<file path="src/rtl/nested_req_ack_responder.sv">
// Responder end of the nested-include req/ack channel: queues requests, serves them after a fixed latency.
// Optional valid/payload stability checker enabled by NESTED_REQ_ACK_RESPONDER_PROTOCHK_EN (adds proto_err).
module nested_req_ack_responder #(
  parameter int DSIZE   = 1,
  parameter int DSIZE2  = 2,
  parameter int DEPTH   = 4,
  parameter int LATENCY = 2
) (
  input  logic                         clk,
  input  logic                         rst_n,
  input  logic                         req_vld,
  input  logic [DSIZE2-1:0]            req_data,
  output logic                         req_rdy,
  output logic                         ack_vld,
  output logic [DSIZE-1:0]             ack_data,
  input  logic                         ack_rdy,
  output logic                         busy,
  output logic [$clog2(DEPTH+1)-1:0]   count
`ifdef NESTED_REQ_ACK_RESPONDER_PROTOCHK_EN
  ,
  output logic                         proto_err
`endif
);

  localparam int CW   = $clog2(DEPTH + 1);
  localparam int PW   = $clog2(DEPTH);
  localparam int CNTW = (LATENCY > 1) ? $clog2(LATENCY) : 1;
  localparam logic [CW-1:0]   DEPTH_C  = CW'(DEPTH);
  localparam logic [CNTW-1:0] LAT_LOAD = CNTW'(LATENCY - 1);

  if (DSIZE2 != 2 * DSIZE) begin : g_bad_dsize
    $error("DSIZE2 must equal 2*DSIZE");
  end
  if (LATENCY < 1) begin : g_bad_latency
    $error("LATENCY must be at least 1");
  end
  if (DEPTH < 2 || (DEPTH & (DEPTH - 1)) != 0) begin : g_bad_depth
    $error("DEPTH must be a power of two and at least 2");
  end

  typedef enum logic [1:0] {IDLE, WAIT, RESP} state_e;

  state_e                  state_q, state_d;
  logic [CNTW-1:0]         cnt_q, cnt_d;
  logic [PW-1:0]           wr_ptr_q, wr_ptr_d;
  logic [PW-1:0]           rd_ptr_q, rd_ptr_d;
  logic [CW-1:0]           count_q, count_d;
  logic [DSIZE-1:0]        ack_data_q, ack_data_d;
  logic [DSIZE2-1:0]       mem_q [DEPTH];
  logic [DSIZE2-1:0]       mem_d [DEPTH];
  logic [DSIZE2-1:0]       head;
  logic                    push, pop;

  // Acceptance looks only at registered occupancy, so a full FIFO refuses even while popping.
  assign req_rdy  = rst_n && (count_q < DEPTH_C);
  assign ack_vld  = (state_q == RESP);
  assign ack_data = ack_data_q;
  assign count    = count_q;
  assign busy     = (count_q != '0) || (state_q != IDLE);
  assign push     = req_vld && req_rdy;
  assign pop      = ack_vld && ack_rdy;
  assign head     = mem_q[rd_ptr_q];

  always_comb begin
    mem_d    = mem_q;
    wr_ptr_d = wr_ptr_q;
    rd_ptr_d = rd_ptr_q;
    count_d  = count_q;
    if (push) begin
      mem_d[wr_ptr_q] = req_data;
      wr_ptr_d        = wr_ptr_q + PW'(1);
    end
    if (pop) begin
      rd_ptr_d = rd_ptr_q + PW'(1);
    end
    if (push && !pop) begin
      count_d = count_q + CW'(1);
    end else if (pop && !push) begin
      count_d = count_q - CW'(1);
    end
  end

  always_comb begin
    state_d    = state_q;
    cnt_d      = cnt_q;
    ack_data_d = ack_data_q;
    case (state_q)
      IDLE: begin
        if (count_q != '0) begin
          state_d = WAIT;
          cnt_d   = LAT_LOAD;
        end
      end
      WAIT: begin
        if (cnt_q == '0) begin
          state_d    = RESP;
          ack_data_d = head[DSIZE-1:0] ^ head[DSIZE2-1:DSIZE];
        end else begin
          cnt_d = cnt_q - CNTW'(1);
        end
      end
      RESP: begin
        // Occupancy after the pop (including any same-edge push) decides whether to keep serving.
        if (ack_rdy) begin
          if (count_d != '0) begin
            state_d = WAIT;
            cnt_d   = LAT_LOAD;
          end else begin
            state_d = IDLE;
          end
        end
      end
      default: state_d = IDLE;
    endcase
  end

  always_ff @(posedge clk) begin
    if (!rst_n) begin
      state_q    <= IDLE;
      cnt_q      <= '0;
      wr_ptr_q   <= '0;
      rd_ptr_q   <= '0;
      count_q    <= '0;
      ack_data_q <= '0;
    end else begin
      state_q    <= state_d;
      cnt_q      <= cnt_d;
      wr_ptr_q   <= wr_ptr_d;
      rd_ptr_q   <= rd_ptr_d;
      count_q    <= count_d;
      ack_data_q <= ack_data_d;
    end
  end

  // Storage needs no reset; the pointers and count define which entries are live.
  always_ff @(posedge clk) begin
    mem_q <= mem_d;
  end

`ifdef NESTED_REQ_ACK_RESPONDER_PROTOCHK_EN
  logic              blocked_q, blocked_d;
  logic [DSIZE2-1:0] prev_data_q, prev_data_d;
  logic              proto_err_q, proto_err_d;

  always_comb begin
    blocked_d   = req_vld && !req_rdy;
    prev_data_d = req_data;
    proto_err_d = proto_err_q;
    if (blocked_q && (!req_vld || (req_data != prev_data_q))) begin
      proto_err_d = 1'b1;
    end
  end

  always_ff @(posedge clk) begin
    if (!rst_n) begin
      blocked_q   <= 1'b0;
      prev_data_q <= '0;
      proto_err_q <= 1'b0;
    end else begin
      blocked_q   <= blocked_d;
      prev_data_q <= prev_data_d;
      proto_err_q <= proto_err_d;
    end
  end

  assign proto_err = proto_err_q;
`endif

endmodule

</file>
<file path="config.mk">
export PLATFORM = sky130hd
export DESIGN_NAME = nested_req_ack_responder
export DESIGN_NICKNAME = d
export VERILOG_FILES = /design/src/rtl/nested_req_ack_responder.sv
export SDC_FILE = /design/constraint.sdc
export NUM_CORES = 1
export LEC_CHECK = 0
export BUFFER_PORTS_ARGS = -buffer_cell sky130_fd_sc_hd__clkbuf_2
export CAP_MARGIN = 40
export CELL_PAD_IN_SITES_DETAIL_PLACEMENT = 1
export CELL_PAD_IN_SITES_GLOBAL_PLACEMENT = 2
export CORE_ASPECT_RATIO = 1.1
export CORE_MARGIN = 5
export CORE_UTILIZATION = 36
export CTS_CLUSTER_DIAMETER = 200
export DETAILED_ROUTE_END_ITERATION = 10
export MAX_ROUTING_LAYER = met4
export PLACE_DENSITY = 0.82
export SYNTH_ARGS = -nofsm -noshare
export SYNTH_HDL_FRONTEND = slang
export SYNTH_SLANG_ARGS = --single-unit
</file>
<file path="constraint.sdc">
create_clock -name clk -period 1.8 [get_ports clk]
set_input_delay 0.36 -clock clk [delete_from_list [all_inputs] [get_ports clk]]
set_output_delay 0.36 -clock clk [all_outputs]
set_load 0.005 [all_outputs]
</file>
==> results.json, run 1 <==
{
  "gp_congestion": 0.791,
  "cts_tree": "yes",
  "synth_cell_types": 29,
  "grt_usage_pct": 13.4,
  "vias": 773,
  "setup_viol": 0,
  "ys_async_sr_fraction_pct": 0,
  "fin_util_pct": 44.8,
  "synth_nets": 113,
  "drc": 0,
  "clock_skew_ps": 4.24,
  "hold_class": "in2reg",
  "htreeDepth": 1,
  "clock_latency_ps": 300,
  "grt_first_pass_wirelength_mm": 3.87,
  "avgSynthCellArea_um2": 10.5,
  "cts_sinks": 19,
  "port_buffers": 12,
  "area_growth_pct": 18.5,
  "grt_max_degree": 13,
  "post_dp_cell_area_um2": 1150,
  "end_kind": "output port",
  "wire_per_inst_um": 14.3,
  "cts_made_buffers": 3,
  "die_y_um": 66.7,
  "final_cells": 153,
  "postRouteWirelength_mm": 2.18,
  "p_leak_nw": 0.506,
  "start_util_pct": 37.8,
  "min_period_over_period_pct": 100,
  "hold_viol": 0,
  "grt_overflow": 0,
  "clkSlewWorstSetupHoldPaths_ps": 120,
  "cts-root-buf": "clkbuf_4",
  "max_cap_viol_count": 0,
  "hold_buffers": 0,
  "critical_path_class": "reg2out",
  "n_fill_cell": 329,
  "rsz0062_at_grt": "yes",
  "antenna_left": 0,
  "drive_above_1_share_pct": 30.0,
  "drtIter0Drc": 22,
  "critPathArrivalTime_ps": 1440,
  "max-clock-path-buffers": 2,
  "fmax_ghz": 0.556,
  "synthCells": 100,
  "power_density_nw_per_um2": 1090,
  "synth-edff-count": 8,
  "critPathLaunchType": "flip-flop",
  "tns_ps": 0,
  "tightest_slew_ps": 312,
  "drv_slew": 0,
  "firstDrtPassIters": 2,
  "core_um2": 2780,
  "hpwl_mm": 1.58,
  "min_period_ps": 1800,
  "grt_pass1_vias": 814,
  "required_ps": 1440,
  "maxSlewHeadroom_pct": 79.0,
  "synth-seq-cells": 19,
  "path_max_fanout": 2,
  "syn-cell-area_um2": 1050,
  "grt_antenna_before_repair": 0,
  "status": "complete, no violations",
  "dieWidth_um": 61.5,
  "ys.warnings.count": 0,
  "irDropWorstVdd_mv": 0.476,
  "fp-row-count": 20,
  "dp_cells": 144,
  "timing.hold.ws_ps": 278,
  "synth_ff_type": "dfxtp_1",
  "io_pins": 13,
  "dieArea_um2": 4100,
  "vias_per_cell": 5.05,
  "yosysSeqAreaShare_pct": 43.8,
  "final_area_um2": 1240,
  "nets": 134,
  "antenna_cells": 0
}
-- timing repair --
item                                    4_1_cts  5_1_grt
resized for setup                             9        0
endpoints found under the setup margin        1        1
setup buffers                                 5        0
-- cells by family after synthesis --
group                      after synthesis  share of synthesized area (%)
muxes                                    1                           2.14
xor gates and xnor gates                 9                           7.50
adders and majority gates                7                           8.33
and+or+nand+nor                         35                           21.2
AOI/OAI and AO/OA                       19                           13.2
DFF                                     19                           43.8
buffers and inverters                   10                           3.81
-- critical path: stages (launching register included) --
cell	delay (ps)
dfxtp_4	370
inv_4	60
ha_4	120
or4b_4	450
clkbuf_2	130
-- cell usage after synthesis (2+ instances only) --
cell | n | share of area (%)
nor3_1 | 2 | 0.95
a21oi_1 | 4 | 1.9
inv_1 | 7 | 2.5
and3b_1 | 2 | 1.7
o21ai_0 | 8 | 3.8
nand2b_1 | 2 | 1.2
o21a_1 | 2 | 1.4
buf_2 | 2 | 0.95
ha_1 | 7 | 8.3
and2_1 | 10 | 6.0
edfxtp_1 | 8 | 23
xnor2_1 | 9 | 7.5
dfxtp_1 | 11 | 21
nand3_1 | 3 | 1.4
nor2_1 | 3 | 1.1
nand2_1 | 6 | 2.1
nand3b_1 | 2 | 1.4
-- area by class of cell --
class                           count  area, µm²  share of cell area [%]
Clock buffer                        3       22.5                    1.81
Clock inverter                      1       7.51                   0.603
Multi-Input combinational cell     71        567                    45.5
Timing Repair Buffer               19        113                    9.05
Tap cell                           33       41.3                    3.32
Inverter                            7       28.8                    2.31
Sequential cell                    19        465                    37.4
-- worst paths after layout --
kind,start,to,slack [ps],cells after the start
worst min-delay path,req_data[1],mem_q[3],280,1
worst min register to register,wr_ptr_q[1],wr_ptr_q[1],510,2
worst max-delay path,count[0],busy,0.2,4
worst max register to register,count[0],cnt_q,190,7
-- report_power, final --
part           total (mW)  switching [mW]  internal, mW
sequential          0.590          0.0730         0.517
clock               0.228           0.143        0.0846
combinational       0.534           0.238         0.296
-- state kept, by name (all words and copies together) (netlist names) --
| name | count |
|---|---|
| count | 3 |
| ack_data | 1 |
| cnt_q | 1 |
| wr_ptr_q | 2 |
| rd_ptr_q | 2 |
| mem_q | 8 |
| state_q | 2 |
-- layout by cell type, fill, tap and decap left out, drive strengths merged, types with 3 or more instances in the layout --
master	n
clkbuf	15
dfxtp	11
and2	10
xnor2	9
o21ai	8
edfxtp	8
buf	7
ha	7
inv	7
nand2	6
a21oi	4
nor2	3
nand3	3
nand3b	3
-- per-layer routing --
layer	global-route usage (%)	part of all wire, %
met1	14.4	42
met2	22.6	53
met3	3.29	3.9
met4	6.10	1.7
met5	-	0
-- stage by stage --
step	total power [mW]	worst slack, ps
global placement	1.01	223
finish	1.35	0.227
CTS	1.36	-2.21
floorplan	0.892	266
detailed placement	1.03	167
global route	1.46	-54.3
(Power assumes the default switching activity.)
==> run 2: changes to the inputs <==
--- a/config.mk
+++ b/config.mk
@@ -11,11 +11,11 @@
 export CELL_PAD_IN_SITES_GLOBAL_PLACEMENT = 2
 export CORE_ASPECT_RATIO = 1.1
 export CORE_MARGIN = 5
-export CORE_UTILIZATION = 36
+export CORE_UTILIZATION = 39
 export CTS_CLUSTER_DIAMETER = 200
 export DETAILED_ROUTE_END_ITERATION = 10
 export MAX_ROUTING_LAYER = met4
-export PLACE_DENSITY = 0.82
+export PLACE_DENSITY = 0.87
 export SYNTH_ARGS = -nofsm -noshare
 export SYNTH_HDL_FRONTEND = slang
 export SYNTH_SLANG_ARGS = --single-unit
==> constraint.sdc (replaced) <==
create_clock -name clk -period 2.3 [get_ports clk]
set_input_delay 0.46 -clock clk [delete_from_list [all_inputs] [get_ports clk]]
set_output_delay 0.46 -clock clk [all_outputs]
set_load 0.005 [all_outputs]
==> run 2 against run 1 <==
  * Critical path type unchanged
  * Critical path depth did not move
  * Flip-flop and latch count is the same
  * Largest cell class unchanged
  * Final cell count is 5.9% lower
  * Setup slack gained 230 ps
==> results.json, run 2 (same netlist as run 1, synthesis figures left out) <==
{
  "tns_ps": 0,
  "slowest_delay_ps": 500,
  "tightest_slew_ps": 312,
  "clkSlewWorstSetupHoldPaths_ps": 110,
  "sequentialPowerShare_pct": 47.9,
  "cts-root-buf": "clkbuf_4",
  "vias": 710,
  "grt_overflow": 0,
  "antenna_left": 0,
  "path_max_fanout": 6,
  "place_ws_ps": 498,
  "power_density_nw_per_um2": 830,
  "min_period_ps": 2070,
  "netSwitchingPower_mw": 0.332,
  "irDropWorstVdd_mv": 0.386,
  "critPathLaunchType": "flip-flop",
  "min_period_over_period_pct": 89.9,
  "clkPwrFrac_pct": 17.6,
  "power_frac_comb_pct": 34.4,
  "clock_latency_ps": 300,
  "antenna_cells": 0,
  "grt_max_degree": 17,
  "gp_congestion": 0.783,
  "die_y_um": 64.4,
  "status": "complete, no violations",
  "fp-row-count": 19,
  "drtIter0Drc": 14,
  "setup_ws_ps": 231,
  "postRouteWirelength_mm": 2.03,
  "p_leak_nw": 0.473,
  "grt_pass1_vias": 791,
  "vias_per_cell": 4.93,
  "cp_slowest_cell": "or4b_1",
  "timing.hold.ws_ps": 395,
  "cts_sinks": 19,
  "grt_antenna_before_repair": 0,
  "dieWidth_um": 59.5,
  "layout_common_cells": "12 x clkbuf_2, 11 x dfxtp_1, 10 x and2_1",
  "drive_above_1_share_pct": 20.4,
  "critical_path_class": "reg2out",
  "cts_made_buffers": 3,
  "dieArea_um2": 3830,
  "largest-register": "mem_q",
  "cts_tree": "yes",
  "hold_class": "in2reg",
  "nets": 127,
  "cts_setup_buffers": 0,
  "core_um2": 2540,
  "htreeDepth": 1,
  "cts_resized": 0,
  "port_buffers": 12,
  "critPathArrivalTime_ps": 1610,
  "max_cap_viol_count": 0,
  "wire_per_inst_um": 14.1,
  "grt_first_pass_wirelength_mm": 3.58,
  "start_util_pct": 41.3,
  "post_dp_cell_area_um2": 1140,
  "end_kind": "output port",
  "rsz0062_at_grt": "no",
  "maxSlewHeadroom_pct": 79.0,
  "io_pins": 13,
  "firstDrtPassIters": 4,
  "switching_share_pct": 34.3,
  "internal-power_mw": 0.635,
  "required_ps": 1840,
  "clock_skew_ps": 6.69,
  "hpwl_mm": 1.53,
  "drc": 0,
  "largest_reg_flops": 8,
  "final_area_um2": 1160,
  "hold_viol": 0,
  "area_growth_pct": 10.7,
  "setup_viol": 0,
  "final_common_cell": "clkbuf_2",
  "drv_slew": 0,
  "grt_usage_pct": 12.3,
  "crit_chain": "inv_1 > ha_1 > or4b_1 > clkbuf_2",
  "fmax_ghz": 0.483,
  "max-clock-path-buffers": 2,
  "hold_buffers": 0,
  "power_mw": 0.966
}
[run 2: worst max-delay path, delay by kind of cell (launching register included)]
family | cells | cell delay [ps]
and+or+nand+nor | 1 | 500
buffers and inverters | 2 | 240
DFF | 1 | 390
adders and majority gates | 1 | 180
[run 2: cell type report]
| class | count | area, µm² |
|---|---|---|
| Clock buffer | 3 | 22.5 |
| Clock inverter | 1 | 5.00 |
| Timing Repair Buffer | 12 | 60.1 |
| Tap cell | 31 | 38.8 |
| Multi-Input combinational cell | 71 | 551 |
| Sequential cell | 19 | 460 |
| Fill cell | 293 | 1380 |
| Inverter | 7 | 26.3 |
[run 2: worst paths after layout]
| path | from | end | slack (ps) | cells after the start |
|---|---|---|---|---|
| setup / recovery | count[0] | busy | 230 | 4 |
| setup reg to reg | count[0] | cnt_q | 620 | 6 |
| hold reg to reg | wr_ptr_q[1] | wr_ptr_q[1] | 510 | 2 |
| hold / removal | req_data[1] | mem_q[3] | 390 | 1 |
[run 2: layer usage]
layer,routed length [µm],track usage [%]
met3,54,1.79
met5,0,-
met2,944,17.9
met4,19,4.99
met1,1010,17.1
[run 2: power groups by stage]
stage	Clock, mW	Combinational (mW)	Sequential, mW
final	0.170	0.333	0.463
after global routing	0.203	0.373	0.476
after CTS	0.175	0.338	0.464
after detailed placement	0	0.334	0.471
after global placement	0	0.323	0.468
after floorplan	0	0.241	0.456
[run 2: stage by stage]
stage	util (%)	cells
floorplan	-	100
finish	45.7	144
detailed placement	44.7	140
global route	45.7	144
global placement	44.7	140
CTS	45.7	144
==> run 3: changes to the inputs <==
--- a/config.mk
+++ b/config.mk
@@ -16,6 +16,7 @@
 export DETAILED_ROUTE_END_ITERATION = 10
 export MAX_ROUTING_LAYER = met4
 export PLACE_DENSITY = 0.87
+export SETUP_SLACK_MARGIN = 0.4
 export SYNTH_ARGS = -nofsm -noshare
 export SYNTH_HDL_FRONTEND = slang
 export SYNTH_SLANG_ARGS = --single-unit
==> run 3 against run 2 <==
  * Clock power about the same
  * Critical endpoint unchanged
  * Non-clock buffer count increased by 4
  * Die area unchanged
==> results.json, run 3 (same netlist as run 1, synthesis figures left out) <==
{
  "nets": 131,
  "core_um2": 2540,
  "drive_above_1_share_pct": 28.2,
  "max_cap_viol_count": 0,
  "min_period_ps": 1890,
  "layout_common_cells": "12 x clkbuf_2, 10 x and2_1, 9 x xnor2_1, 9 x dfxtp_1",
  "setup_ws_ps": 406,
  "setup_viol": 0,
  "antenna_cells": 0,
  "port_buffers": 12,
  "critPathLaunchType": "flip-flop",
  "largest-register": "mem_q",
  "drc": 0,
  "clock_skew_ps": 6.99,
  "firstDrtPassIters": 4,
  "io_pins": 13,
  "gp_congestion": 0.783,
  "dp_cells": 140,
  "vias_per_cell": 4.94,
  "wl_met2_um": 999,
  "tns_ps": 0,
  "cts-root-buf": "clkbuf_4",
  "top_layer_used": "met4",
  "largest_reg_flops": 8,
  "grt_max_degree": 17,
  "htreeDepth": 1,
  "wire_per_inst_um": 14.0,
  "cts_sinks": 19,
  "tightest_slew_ps": 306,
  "timing.hold.ws_ps": 395,
  "m1WireLength_um": 995,
  "area_growth_pct": 16.3,
  "grt_overflow": 0,
  "die_y_um": 64.4,
  "p_leak_nw": 0.497,
  "hold_class": "in2reg",
  "clock_latency_ps": 300,
  "met3_length_um": 52,
  "vias": 731,
  "critPathArrivalTime_ps": 1430,
  "critical_path_class": "reg2out",
  "irDropWorstVdd_mv": 0.450,
  "post_dp_cell_area_um2": 1140,
  "postRouteWirelength_mm": 2.07,
  "hold_viol": 0,
  "dieArea_um2": 3830,
  "grt_usage_pct": 12.7,
  "final_cells": 148,
  "dieWidth_um": 59.5,
  "n_fill_cell": 292,
  "fp-row-count": 19,
  "clkSlewWorstSetupHoldPaths_ps": 120,
  "min_period_over_period_pct": 82.4,
  "drtIter0Drc": 10,
  "end_kind": "output port",
  "grt_pass1_vias": 814,
  "grt_antenna_before_repair": 0,
  "required_ps": 1840,
  "maxSlewHeadroom_pct": 79.5,
  "grt_first_pass_wirelength_mm": 3.68,
  "drv_slew": 0,
  "antenna_left": 0,
  "cts_tree": "yes",
  "path_max_fanout": 2,
  "power_density_nw_per_um2": 854,
  "status": "complete, no violations",
  "final_common_cell": "clkbuf_2",
  "fin_util_pct": 48.1,
  "final_area_um2": 1220,
  "fmax_ghz": 0.528,
  "hpwl_mm": 1.53,
  "cts_made_buffers": 3,
  "start_util_pct": 41.3,
  "place_ws_ps": 498,
  "max-clock-path-buffers": 2,
  "rsz0062_at_grt": "yes",
  "power_mw": 1.04
}
## run 3: cell count changes in the layout (fill, tap and decap cells not counted)
cell     delta
buf_4       +4
dfxtp_1     -2
dfxtp_4     +2
inv_1       -2
inv_4       +2
ha_1        -1
ha_4        +1
or4b_1      -1
or4b_4      +1
## run 3: area by class of cell
type                       count  area (µm²)  share of cell area, %
sequential                    19         468                   38.3
clock buffer                   3        22.5                   1.84
tap                           31        38.8                   3.17
clock inverter                 1        5.00                  0.409
multi-input combinational     71         567                   46.4
inverter                       7        31.3                   2.56
timing repair buffer          16        90.1                   7.37
## run 3: report_power, final
part | internal (mW) | leakage, nW | switching, mW | total, mW
clock network | 0.0647 | 0.0177 | 0.107 | 0.172
registers | 0.406 | 0.164 | 0.0585 | 0.465
logic | 0.224 | 0.315 | 0.183 | 0.407
## run 3: worst paths after layout
check | cells after the start | from | endpoint | slack [ps]
min | 1 | req_data[0] | mem_q[4] | 400
max reg2reg | 7 | count[1] | cnt_q | 670
max | 4 | count[1] | busy | 410
min reg2reg | 2 | wr_ptr_q[1] | wr_ptr_q[1] | 510
## run 3: per-layer routing
layer	track usage [%]	vias to the layer above
met1	17.0	339
met2	19.1	9
met5	-	-
met4	4.99	0
li1	-	381
met3	1.79	2
## run 3: what timing repair did
item | 4_1_cts | 5_1_grt
setup buffers | 3 | 1
setup endpoints to repair | 1 | 1
hold buffers | 0 | 0
pin swaps | 1 | 0
gates resized for setup | 11 | 0
## run 3: critical path: stages (launching register included)
cell and delay (ps):
dfxtp_4 370, inv_4 60, ha_4 120, or4b_4 450, clkbuf_2 130
